===== src/rtl/tia_audio_pkg.sv =====
// Shared definitions for the TIA-compatible sound generator: AUDC modes, poly seeds/steps,
// register offsets.
package tia_audio_pkg;

  typedef enum logic [3:0] {
    AudcSet0    = 4'h0,
    AudcPoly4   = 4'h1,
    AudcDiv15P4 = 4'h2,
    AudcP5P4    = 4'h3,
    AudcDiv2A   = 4'h4,
    AudcDiv2B   = 4'h5,
    AudcDiv31A  = 4'h6,
    AudcP5Div2  = 4'h7,
    AudcPoly9   = 4'h8,
    AudcPoly5   = 4'h9,
    AudcDiv31B  = 4'hA,
    AudcSet1    = 4'hB,
    AudcDiv6A   = 4'hC,
    AudcDiv6B   = 4'hD,
    AudcDiv93   = 4'hE,
    AudcP5Div6  = 4'hF
  } audc_mode_e;

  localparam logic [1:0] RegAudc = 2'd0;
  localparam logic [1:0] RegAudf = 2'd1;
  localparam logic [1:0] RegAudv = 2'd2;

  localparam logic [3:0] Poly4Seed = 4'hF;
  localparam logic [4:0] Poly5Seed = 5'h1F;
  localparam logic [8:0] Poly9Seed = 9'h1FF;

  // Fibonacci LFSRs shifting left; the msb is the output tap.
  function automatic logic [3:0] poly4_next(input logic [3:0] p);
    return {p[2:0], p[3] ^ p[2]};
  endfunction

  function automatic logic [4:0] poly5_next(input logic [4:0] p);
    return {p[3:0], p[4] ^ p[2]};
  endfunction

  function automatic logic [8:0] poly9_next(input logic [8:0] p);
    return {p[7:0], p[8] ^ p[4]};
  endfunction

endpackage


===== src/rtl/tia_audio_channel.sv =====
// One TIA sound channel: frequency divider, poly counters and AUDC-selected waveform,
// scaled by AUDV into a 4-bit level.
module tia_audio_channel
  import tia_audio_pkg::*;
(
  input  logic       clk_i,
  input  logic       rst_ni,
  input  logic       tick_i,
  input  logic [3:0] audc_i,
  input  logic [4:0] audf_i,
  input  logic [3:0] audv_i,
  output logic [3:0] level_o
);

  logic [4:0] fcnt_q, fcnt_d;
  logic [3:0] poly4_q, poly4_d;
  logic [4:0] poly5_q, poly5_d;
  logic [8:0] poly9_q, poly9_d;
  logic [1:0] div3_q, div3_d;
  logic [3:0] div15_q, div15_d;
  logic [4:0] div31_q, div31_d;
  logic       out_q, out_d;

  logic       step;
  logic [3:0] poly4_n;
  logic       wrap3, wrap15, wrap31;
  logic [1:0] div3_inc;
  logic [3:0] div15_inc;
  logic [4:0] div31_inc;
  audc_mode_e mode;

  assign mode      = audc_mode_e'(audc_i);
  assign step      = tick_i && (fcnt_q == audf_i);
  assign poly4_n   = poly4_next(poly4_q);
  assign wrap3     = (div3_q == 2'd2);
  assign wrap15    = (div15_q == 4'd14);
  assign wrap31    = (div31_q == 5'd30);
  assign div3_inc  = wrap3 ? 2'd0 : div3_q + 2'd1;
  assign div15_inc = wrap15 ? 4'd0 : div15_q + 4'd1;
  assign div31_inc = wrap31 ? 5'd0 : div31_q + 5'd1;

  always_comb begin
    fcnt_d  = fcnt_q;
    poly4_d = poly4_q;
    poly5_d = poly5_q;
    poly9_d = poly9_q;
    div3_d  = div3_q;
    div15_d = div15_q;
    div31_d = div31_q;
    out_d   = out_q;
    // A counter left above a freshly lowered AUDF runs on through 31 back to 0.
    if (tick_i) fcnt_d = step ? 5'd0 : fcnt_q + 5'd1;
    if (step) begin
      poly4_d = poly4_n;
      poly5_d = poly5_next(poly5_q);
      poly9_d = poly9_next(poly9_q);
      unique case (mode)
        AudcSet0, AudcSet1: out_d = 1'b1;
        AudcPoly4:          out_d = poly4_n[3];
        AudcDiv15P4: begin
          div15_d = div15_inc;
          if (wrap15) begin
            out_d = poly4_n[3];
          end else begin
            poly4_d = poly4_q;
            out_d   = poly4_q[3];
          end
        end
        AudcP5P4: begin
          if (poly5_q[4]) begin
            out_d = poly4_n[3];
          end else begin
            poly4_d = poly4_q;
            out_d   = poly4_q[3];
          end
        end
        AudcDiv2A, AudcDiv2B: out_d = ~out_q;
        AudcDiv31A, AudcDiv31B: begin
          div31_d = div31_inc;
          if (wrap31) out_d = ~out_q;
        end
        AudcP5Div2: if (poly5_q[4]) out_d = ~out_q;
        AudcPoly9:  out_d = poly9_d[8];
        AudcPoly5:  out_d = poly5_d[4];
        AudcDiv6A, AudcDiv6B: begin
          div3_d = div3_inc;
          if (wrap3) out_d = ~out_q;
        end
        AudcDiv93: begin
          div3_d = div3_inc;
          if (wrap3) begin
            div31_d = div31_inc;
            if (wrap31) out_d = ~out_q;
          end
        end
        AudcP5Div6: begin
          if (poly5_q[4]) begin
            div3_d = div3_inc;
            if (wrap3) out_d = ~out_q;
          end
        end
      endcase
    end
  end

  always_ff @(posedge clk_i or negedge rst_ni) begin
    if (!rst_ni) begin
      fcnt_q  <= '0;
      poly4_q <= Poly4Seed;
      poly5_q <= Poly5Seed;
      poly9_q <= Poly9Seed;
      div3_q  <= '0;
      div15_q <= '0;
      div31_q <= '0;
      out_q   <= 1'b0;
    end else begin
      fcnt_q  <= fcnt_d;
      poly4_q <= poly4_d;
      poly5_q <= poly5_d;
      poly9_q <= poly9_d;
      div3_q  <= div3_d;
      div15_q <= div15_d;
      div31_q <= div31_d;
      out_q   <= out_d;
    end
  end

  assign level_o = out_q ? audv_i : 4'd0;

endmodule


===== src/rtl/wb_tia_audio.sv =====
// Wishbone-mapped multi-channel TIA sound generator: register file, audio-tick prescaler,
// channel mixer and first-order sigma-delta PDM output.
module wb_tia_audio
  import tia_audio_pkg::*;
#(
  parameter int unsigned NUM_CH    = 2,
  parameter int unsigned CLK_DIV   = 512,
  parameter int unsigned WB_ADDR_W = 5,
  localparam int unsigned MIX_W    = 4 + $clog2(NUM_CH + 1)
) (
  input  logic                 clk_i,
  input  logic                 rst_ni,
  input  logic                 stb_i,
  input  logic                 we_i,
  input  logic [WB_ADDR_W-1:0] adr_i,
  input  logic [7:0]           dat_i,
  output logic                 ack_o,
  output logic [7:0]           dat_o,
  output logic [MIX_W-1:0]     sample_o,
  output logic                 sample_vld_o,
  output logic                 audio_o
);

  localparam int unsigned ChW  = WB_ADDR_W - 2;
  localparam int unsigned PreW = (CLK_DIV > 1) ? $clog2(CLK_DIV) : 1;

  logic [3:0] audc_q [NUM_CH];
  logic [3:0] audc_d [NUM_CH];
  logic [4:0] audf_q [NUM_CH];
  logic [4:0] audf_d [NUM_CH];
  logic [3:0] audv_q [NUM_CH];
  logic [3:0] audv_d [NUM_CH];
  logic [3:0] level  [NUM_CH];

  logic             ack_q, ack_d;
  logic [7:0]       dat_q, dat_d;
  logic [PreW-1:0]  pre_q, pre_d;
  logic [MIX_W-1:0] sample_q, sample_d;
  logic             vld_q;
  logic [MIX_W:0]   acc_q, acc_d;

  logic [ChW-1:0]   adr_ch;
  logic [1:0]       adr_off;
  logic             adr_ok;
  logic             access;
  logic [7:0]       rd_data;
  logic [MIX_W-1:0] mix_sum;
  logic             tick;
  logic             unused_dat;

  assign adr_ch     = adr_i[WB_ADDR_W-1:2];
  assign adr_off    = adr_i[1:0];
  assign adr_ok     = (32'(adr_ch) < NUM_CH);
  // The transfer completes on the edge that raises ack.
  assign access     = stb_i && !ack_q;
  assign unused_dat = ^dat_i[7:5];

  always_comb begin
    rd_data = 8'h00;
    for (int unsigned c = 0; c < NUM_CH; c++) begin
      audc_d[c] = audc_q[c];
      audf_d[c] = audf_q[c];
      audv_d[c] = audv_q[c];
      if (adr_ok && (32'(adr_ch) == c)) begin
        unique case (adr_off)
          RegAudc: begin
            rd_data = {4'h0, audc_q[c]};
            if (access && we_i) audc_d[c] = dat_i[3:0];
          end
          RegAudf: begin
            rd_data = {3'h0, audf_q[c]};
            if (access && we_i) audf_d[c] = dat_i[4:0];
          end
          RegAudv: begin
            rd_data = {4'h0, audv_q[c]};
            if (access && we_i) audv_d[c] = dat_i[3:0];
          end
          default: rd_data = 8'h00;
        endcase
      end
    end
  end

  always_comb begin
    ack_d = access;
    dat_d = (access && !we_i) ? rd_data : 8'h00;
  end

  assign tick = (pre_q == PreW'(CLK_DIV - 1));

  always_comb begin
    pre_d = tick ? '0 : pre_q + 1'b1;
  end

  for (genvar g = 0; g < NUM_CH; g++) begin : gen_ch
    tia_audio_channel u_ch (
      .clk_i   (clk_i),
      .rst_ni  (rst_ni),
      .tick_i  (tick),
      .audc_i  (audc_q[g]),
      .audf_i  (audf_q[g]),
      .audv_i  (audv_q[g]),
      .level_o (level[g])
    );
  end

  // Levels still reflect pre-tick state, so an AUDV write on a tick edge lands next tick.
  always_comb begin
    mix_sum = '0;
    for (int unsigned c = 0; c < NUM_CH; c++) begin
      mix_sum = mix_sum + MIX_W'(level[c]);
    end
    sample_d = tick ? mix_sum : sample_q;
    acc_d    = {1'b0, acc_q[MIX_W-1:0]} + {1'b0, sample_q};
  end

  always_ff @(posedge clk_i or negedge rst_ni) begin
    if (!rst_ni) begin
      for (int unsigned c = 0; c < NUM_CH; c++) begin
        audc_q[c] <= '0;
        audf_q[c] <= '0;
        audv_q[c] <= '0;
      end
      ack_q    <= 1'b0;
      dat_q    <= '0;
      pre_q    <= '0;
      sample_q <= '0;
      vld_q    <= 1'b0;
      acc_q    <= '0;
    end else begin
      for (int unsigned c = 0; c < NUM_CH; c++) begin
        audc_q[c] <= audc_d[c];
        audf_q[c] <= audf_d[c];
        audv_q[c] <= audv_d[c];
      end
      ack_q    <= ack_d;
      dat_q    <= dat_d;
      pre_q    <= pre_d;
      sample_q <= sample_d;
      vld_q    <= tick;
      acc_q    <= acc_d;
    end
  end

  assign ack_o        = ack_q;
  assign dat_o        = dat_q;
  assign sample_o     = sample_q;
  assign sample_vld_o = vld_q;
  assign audio_o      = acc_q[MIX_W];

endmodule


===== config.mk =====
export PLATFORM = sky130hd
export DESIGN_NAME = wb_tia_audio
export DESIGN_NICKNAME = d
export VERILOG_FILES = /design/src/rtl/tia_audio_pkg.sv /design/src/rtl/tia_audio_channel.sv /design/src/rtl/wb_tia_audio.sv
export SDC_FILE = /design/constraint.sdc
export NUM_CORES = 1
export LEC_CHECK = 0
export BUFFER_PORTS_ARGS = -buffer_cell sky130_fd_sc_hd__buf_2
export CORE_UTILIZATION = 40
export DETAILED_ROUTE_END_ITERATION = 12
export PLACE_DENSITY = 0.6
export SLEW_MARGIN = 20
export SYNTH_ARGS = -nofsm -noshare
export SYNTH_HDL_FRONTEND = slang
export SYNTH_SLANG_ARGS = --single-unit

===== constraint.sdc =====
create_clock -name clk_i -period 4.6 [get_ports clk_i]
set_input_delay 1.38 -clock clk_i [delete_from_list [all_inputs] [get_ports clk_i]]
set_output_delay 1.38 -clock clk_i [all_outputs]
set_load 0.005 [all_outputs]

# ---- Word level (Yosys, flattened, before mapping)
# Cells that the tools add are included.
dict set report classes {
  n_addsub 11
  magnitude_cmp 1
  eq_ne 52
  mux 46
  n_bitwise 8
  reduce_logical 43
}
# op count
set op_table {}
lappend op_table {{$eq 4x4->1 const B} 18}
lappend op_table {{$reduce_and 3->1} 12}
lappend op_table {{$mux 5} 7}
lappend op_table {{$eq 4x3->1 const B} 8}
lappend op_table {{$mux 4} 8}
lappend op_table {{$pmux 5 s3} 2}
lappend op_table {{$pmux 1 s12} 2}
lappend op_table {{$add 5x1->5 const B} 4}
lappend op_table {{$ne 2x1->1 const B} 10}
lappend op_table {{$pmux 5 s2} 2}
lappend op_table {{$eq 4x2->1 const B} 4}
lappend op_table {{$mux 8} 2}
lappend op_table {{$pmux 4 s2} 2}
lappend op_table {{$reduce_or 2->1} 8}
lappend op_table {{$mux 1} 14}
lappend op_table {{$eq 5x5->1} 2}
lappend op_table {{$eq 5x5->1 const B} 2}
lappend op_table {{$add 9x1->9 const B} 1}
lappend op_table {{$eq 9x9->1 const B} 1}
lappend op_table {{$mux 9} 1}
lappend op_table {{$add 4x1->4 const B} 2}
lappend op_table {{$eq 4x1->1 const B} 2}
lappend op_table {{$logic_not 4->1} 2}
lappend op_table {{$mux 2} 4}
lappend op_table {{other kinds (18)} 41}
dict set report word_totals {
  register_bits 128
  input_bits 17
  out_inout_bits 17
  wordCells 189
}

# ---- Longest topological paths before layout
dict set report logic_depth {
  ltp_word 5
  mapped_depth 12
  mapped_depth_nobuf 9
}

# ---- Modules after synthesis
# From an unflattened synthesis, not the netlist that was laid out.
dict set report unflattened {
  hier_cells 542
  area_unflattened_um2 6199.7
}
# module n_inst cells_per_inst area_per_inst_um2 seq_area_each_um2
set modules_own_cells {}
lappend modules_own_cells {tia_audio_channel 2 166 1794.2 898.4}
lappend modules_own_cells {wb_tia_audio 1 210 2611.3 1351.3}

# ---- Worst setup path after synthesis
# OpenSTA, ideal clock, no wires.
dict set report synth_path {
  kind {input port to flip-flop}
  from {in adr_i[4]}
  to {reg audf_q[0] (netlist name)}
  setup_ns 0.125
  t_arrival_ns 2.568
  t_required_ns 4.475
  setup_slack_ns 1.908
  cell_stages 6
  n_path_buf 1
  path_cell_list {nor2_1 -> and2_1 -> buf_2 -> nand3_1 -> nor3b_2 -> mux2_2}
}
dict set report synth_via {
  elab_chain_len 3
  elab_cells_between_ends 4
  classes_between {order compare (1); eq/ne (1); reduce/logical (2)}
}
# item line_no
set synth_lines {}
lappend synth_lines {{from (decl)} wb_tia_audio.sv:15} ;# input logic [WB_ADDR_W-1:0] adr_i,
lappend synth_lines {{$lt 3x2->1 or $eq 3x1->1 (tied branches)} {wb_tia_audio.sv:53, wb_tia_audio.sv:64}}
lappend synth_lines {{$logic_and 1x1->1 (*)} wb_tia_audio.sv:64} ;# if (adr_ok && (32'(adr_ch) == c)) begin
lappend synth_lines {{$reduce_and 3->1 (no line) (*)} n/a}
lappend synth_lines {{to (signal, indexed assignment)} wb_tia_audio.sv:133} ;# audf_q[c] <= audf_d[c];
lappend synth_lines {{to (decl)} wb_tia_audio.sv:29} ;# logic [4:0] audf_q [NUM_CH];
# Mark *: on every way between the ends. The rest lies on a longest branch, timed or not.
# A chain may end at the register's enable or synchronous reset.

# ---- Worst setup path after layout
dict set report layout_path {
  from {reg pre_q[0]}
  to {reg gen_ch[0].u_ch.div3_q[1]}
}
dict set report layout_via {
  elab_chain_len 3
}
# item line_no
set layout_lines {}
lappend layout_lines {{from (decl)} wb_tia_audio.sv:37} ;# logic [PreW-1:0] pre_q, pre_d;
lappend layout_lines {{from (signal assigned)} wb_tia_audio.sv:138} ;# pre_q <= pre_d;
lappend layout_lines {{$eq 9x9->1} wb_tia_audio.sv:89} ;# assign tick = (pre_q == PreW'(CLK_DIV - 1));
lappend layout_lines {{named net gen_ch[0].u_ch.tick_i} tia_audio_channel.sv:8} ;# input logic tick_i,
lappend layout_lines {{$logic_and 1x1->1} tia_audio_channel.sv:33} ;# assign step = tick_i && (fcnt_q == audf_i);
lappend layout_lines {{$reduce_and 3->1 (no line)} n/a}
lappend layout_lines {{to (signal assigned)} tia_audio_channel.sv:121} ;# div3_q <= div3_d;
lappend layout_lines {{to (decl)} tia_audio_channel.sv:19} ;# logic [1:0] div3_q, div3_d;
# The timed path passes the listed nets, and every way through them passes these cells.

==> summary.md <==
| Metric | Value |
|---|---|
| Final WL | `11600 um` |
| Final Hold Violating Endpoints | `0` |
| Clk Latency, worst-skew pair | `0.41 ns` |
| Share of layout cells above drive strength 1 | `29.1%` |
| Commonest cells after routing, fill and taps aside | `dfrtp_1, mux2_2, nand2_1` |
| Max Buffers Root-to-Sink | `2` |
| Num rows | `44` |
| RSZ-0062 raised after global routing | `false` |
| PortBufs | `26` |
| Initial Util | `41.7%` |
| Global route overflow | `0` |
| # diodes | `0` |
| DR vias/cell | `5.23` |
| Post-CTS Hold Buffers | `0` |
| Initial DRC count | `252` |
| Nets | `607` |
| Met3 Use GR | `5.48%` |
| Routability cong. | `0.824` |
| VDD IR max | `234 uV` |
| Detail Route Antenna Nets | `0` |
| Sequential Area | `3150 um2` |
| Yosys warns | `0` |
| TritonCTS Buffers | `17` |
| Startpoint types | `flip-flop` |
| Maxcap violations | `0` |
| Fin crit share | `64.2%` |
| Initial antenna violation count | `0` |
| Worst hold path type | `flip-flop to flip-flop` |
| #FFs+latches synth | `124` |
| Arrival time at the worst endpoint | `3.25 ns` |
| Asr flop ratio synth | `100%` |
| CTS tree | `built` |
| Ys flop type | `dfrtp_1` |
| Largest net degree at the start of global routing | `72` |
| Final worst path period need | `2.95 ns` |
| Crit-path cells | `ha_1 > nand2_1 > nor2_1 > and3_1 > ha_1 > and2_1 > and2_1 > buf_4 > and3_1 > mux2_2` |
| Combinational share of power | `4.9%` |
| Post-synth EDFFs | `0` |
| Met2 GRT Util | `23.6%` |
| Wire length per cell | `15.1 um` |
| Share of power burned in registers | `44.5%` |
| Multi-input gate area in the final layout | `2820 um2` |
| Syn-to-layout area delta | `14.2%` |
| Vias in the first global route | `4034` |
| Total GRT Usage | `16.3%` |
| DP HPWL | `8070 um` |
| H-tree depth | `4` |
| Setup WS pre-CTS | `1.53 ns` |
| Worst r2r path cells | `10` |
| Die X | `126 um` |
| Crit path max fanout | `21` |
| Drc violations | `0` |
| Mapped cell area | `6150 um2` |
| Busiest grt layer | `met2` |
| Clock skew | `0.0115 ns` |
| Switching pwr | `561 uW` |
| Post-Route Setup TNS | `0 ns` |
| Sinks on Clock Net | `124` |
| Filler cell count | `1361` |
| CP max stage delay | `0.45 ns` |
| PnR worst setup slack | `1.65 ns` |
| Max_slew headroom | `34.8%` |
| Most common cell after layout, fill and taps aside | `dfrtp_1` |
| Die Y | `126 um` |
| Worst endpoint required time | `4.90 ns` |
| Leak | `0.00326 uW` |
| Switch share | `21.6%` |
| Hold Path Stages | `1` |
| Clock share of power | `50.6%` |
| Core footprint | `14800 um2` |
| Grt met1 use | `22.8%` |
| IO Pins | `34` |
| Register area share after synthesis | `51.2%` |
| Slowest CP cell | `ha_1` |
| Power density cells | `370 nW/um2` |
| Outcome | `completed` |
| First-pass GRT wire length | `20200 um` |
| Slew Viols, Final | `0` |
| DR vias | `4017` |
| Setup violators final | `0` |
| Crit Path Class | `flip-flop to flip-flop` |
| Die area | `15900 um2` |
| Mean Syn Cell Area | `11.3 um2` |
| Fmax | `0.339 GHz` |
| Crit. End Element | `flip-flop` |
| Tot Pwr | `2600 uW` |
| PostCTS Resize Cnt | `0` |
| Clk slew on worst S/H paths | `0.06 ns` |
| Synth Instances | `542` |
| Post-CTS Setup Bufs | `0` |
| Synth cell types | `54` |
| Int Pwr | `2030 uW` |
| Least-Margin Pin Slew | `0.953 ns` |
| First-pass DRT Iterations | `4` |
| Root Buffer | `clkbuf_16` |
==> sequential cells by signal, summed over array words and instances, names as in the netlist, 7 cells and up <==
signal / count
audv_q: 8
gen_ch.u_ch.poly9_q: 18
gen_ch.u_ch.poly5_q: 10
gen_ch.u_ch.poly4_q: 8
audf_q: 10
gen_ch.u_ch.div15_q: 8
pre_q: 9
acc_q: 7
gen_ch.u_ch.fcnt_q: 10
audc_q: 8
gen_ch.u_ch.div31_q: 10
==> power by group through the flow <==
stage	combinational, uW	clock, uW	sequential [uW]
2_1_floorplan	90.9	0	1150
5_1_grt	145	1400	1160
3_5_place_dp	130	0	1170
3_3_place_gp	127	0	1170
6_report	128	1310	1150
4_1_cts	131	1350	1150
==> final timing paths <==
| check | startpoint | end | slack [ns] |
|---|---|---|---|
| worst max-delay path | pre_q[0] | gen_ch[0].u_ch.div3_q[1] | 1.65 |
| worst min-delay path | pre_q[0] | pre_q[0] | 0.45 |
| worst max register to register | pre_q[0] | gen_ch[0].u_ch.div3_q[1] | 1.65 |
| worst min register to register | pre_q[0] | pre_q[0] | 0.45 |
| max in group asynchronous | rst_ni | gen_ch[1].u_ch.poly5_q[2] | 2.73 |
| min in group asynchronous | rst_ni | gen_ch[0].u_ch.div15_q[0] | 1.02 |
==> per-stage QoR <==
step                      hold WS [ns]  instance area (um2)  instances  utilization [%]
after floorplan                  0.425                 6160        545                -
after CTS                        0.451                 7030        768             47.6
final                            0.447                 7030        768             47.6
after global placement           0.439                 6440        736             43.6
after detailed placement         0.443                 6440        736             43.6
after global routing             0.468                 7030        768             47.6
==> cell usage after synthesis, drive strengths merged, types with 7 or more instances <==
master	number	area share, %
ha	17	3.5
mux2	69	13
a21oi	17	1.4
xor2	17	2.4
nor2b	7	0.71
nand4	9	0.92
o21ai	31	2.5
and2	13	1.3
nor2	40	2.4
inv	16	0.98
dfrtp	88	36
dfstp	36	15
a21o	7	0.85
mux2i	11	1.8
buf	17	1.7
nand3	13	1.1
nand2	43	2.6
xnor2	15	2.1
==> per-layer routing <==
metal  share of wire, %  routed length [um]  up-vias
li1                   -                   -     1972
met1                 50                5740     1950
met2                 43                5020       85
met3                5.7                 663       10
met4                1.2                 141        0
met5                  0                   0        -
==> critical path: cells and delay by family, from the launching register on <==
| family | cells | cell delay, ns |
|---|---|---|
| adders and majority gates | 2 | 0.66 |
| buffers and inverters | 1 | 0.30 |
| DFF | 1 | 0.36 |
| muxes | 1 | 0.34 |
| and+or+nand+nor | 6 | 1.18 |
==> layout make-up <==
cell class	count	share of cell area, %
Clock buffer	24	7.14
Inverter	16	0.855
Sequential cell	124	44.8
Timing Repair Buffer	30	2.49
Tap cell	184	3.28
Multi-Input combinational cell	382	40.2
Clock inverter	8	1.25
==> cell families (layout without fill, tap and decap cells) <==
group	count (synthesis)	in the layout	synth area share, %
mux	80	80	14.4
simple gates	160	160	13.7
other cells	1	4	0.0610
fa+ha+maj	19	19	4.11
xor+xnor	32	32	4.56
compound gates	87	87	8.85
buf+inv	39	78	3.11
flops	124	124	51.2
Note: power is estimated with default switching activity, not from simulation.
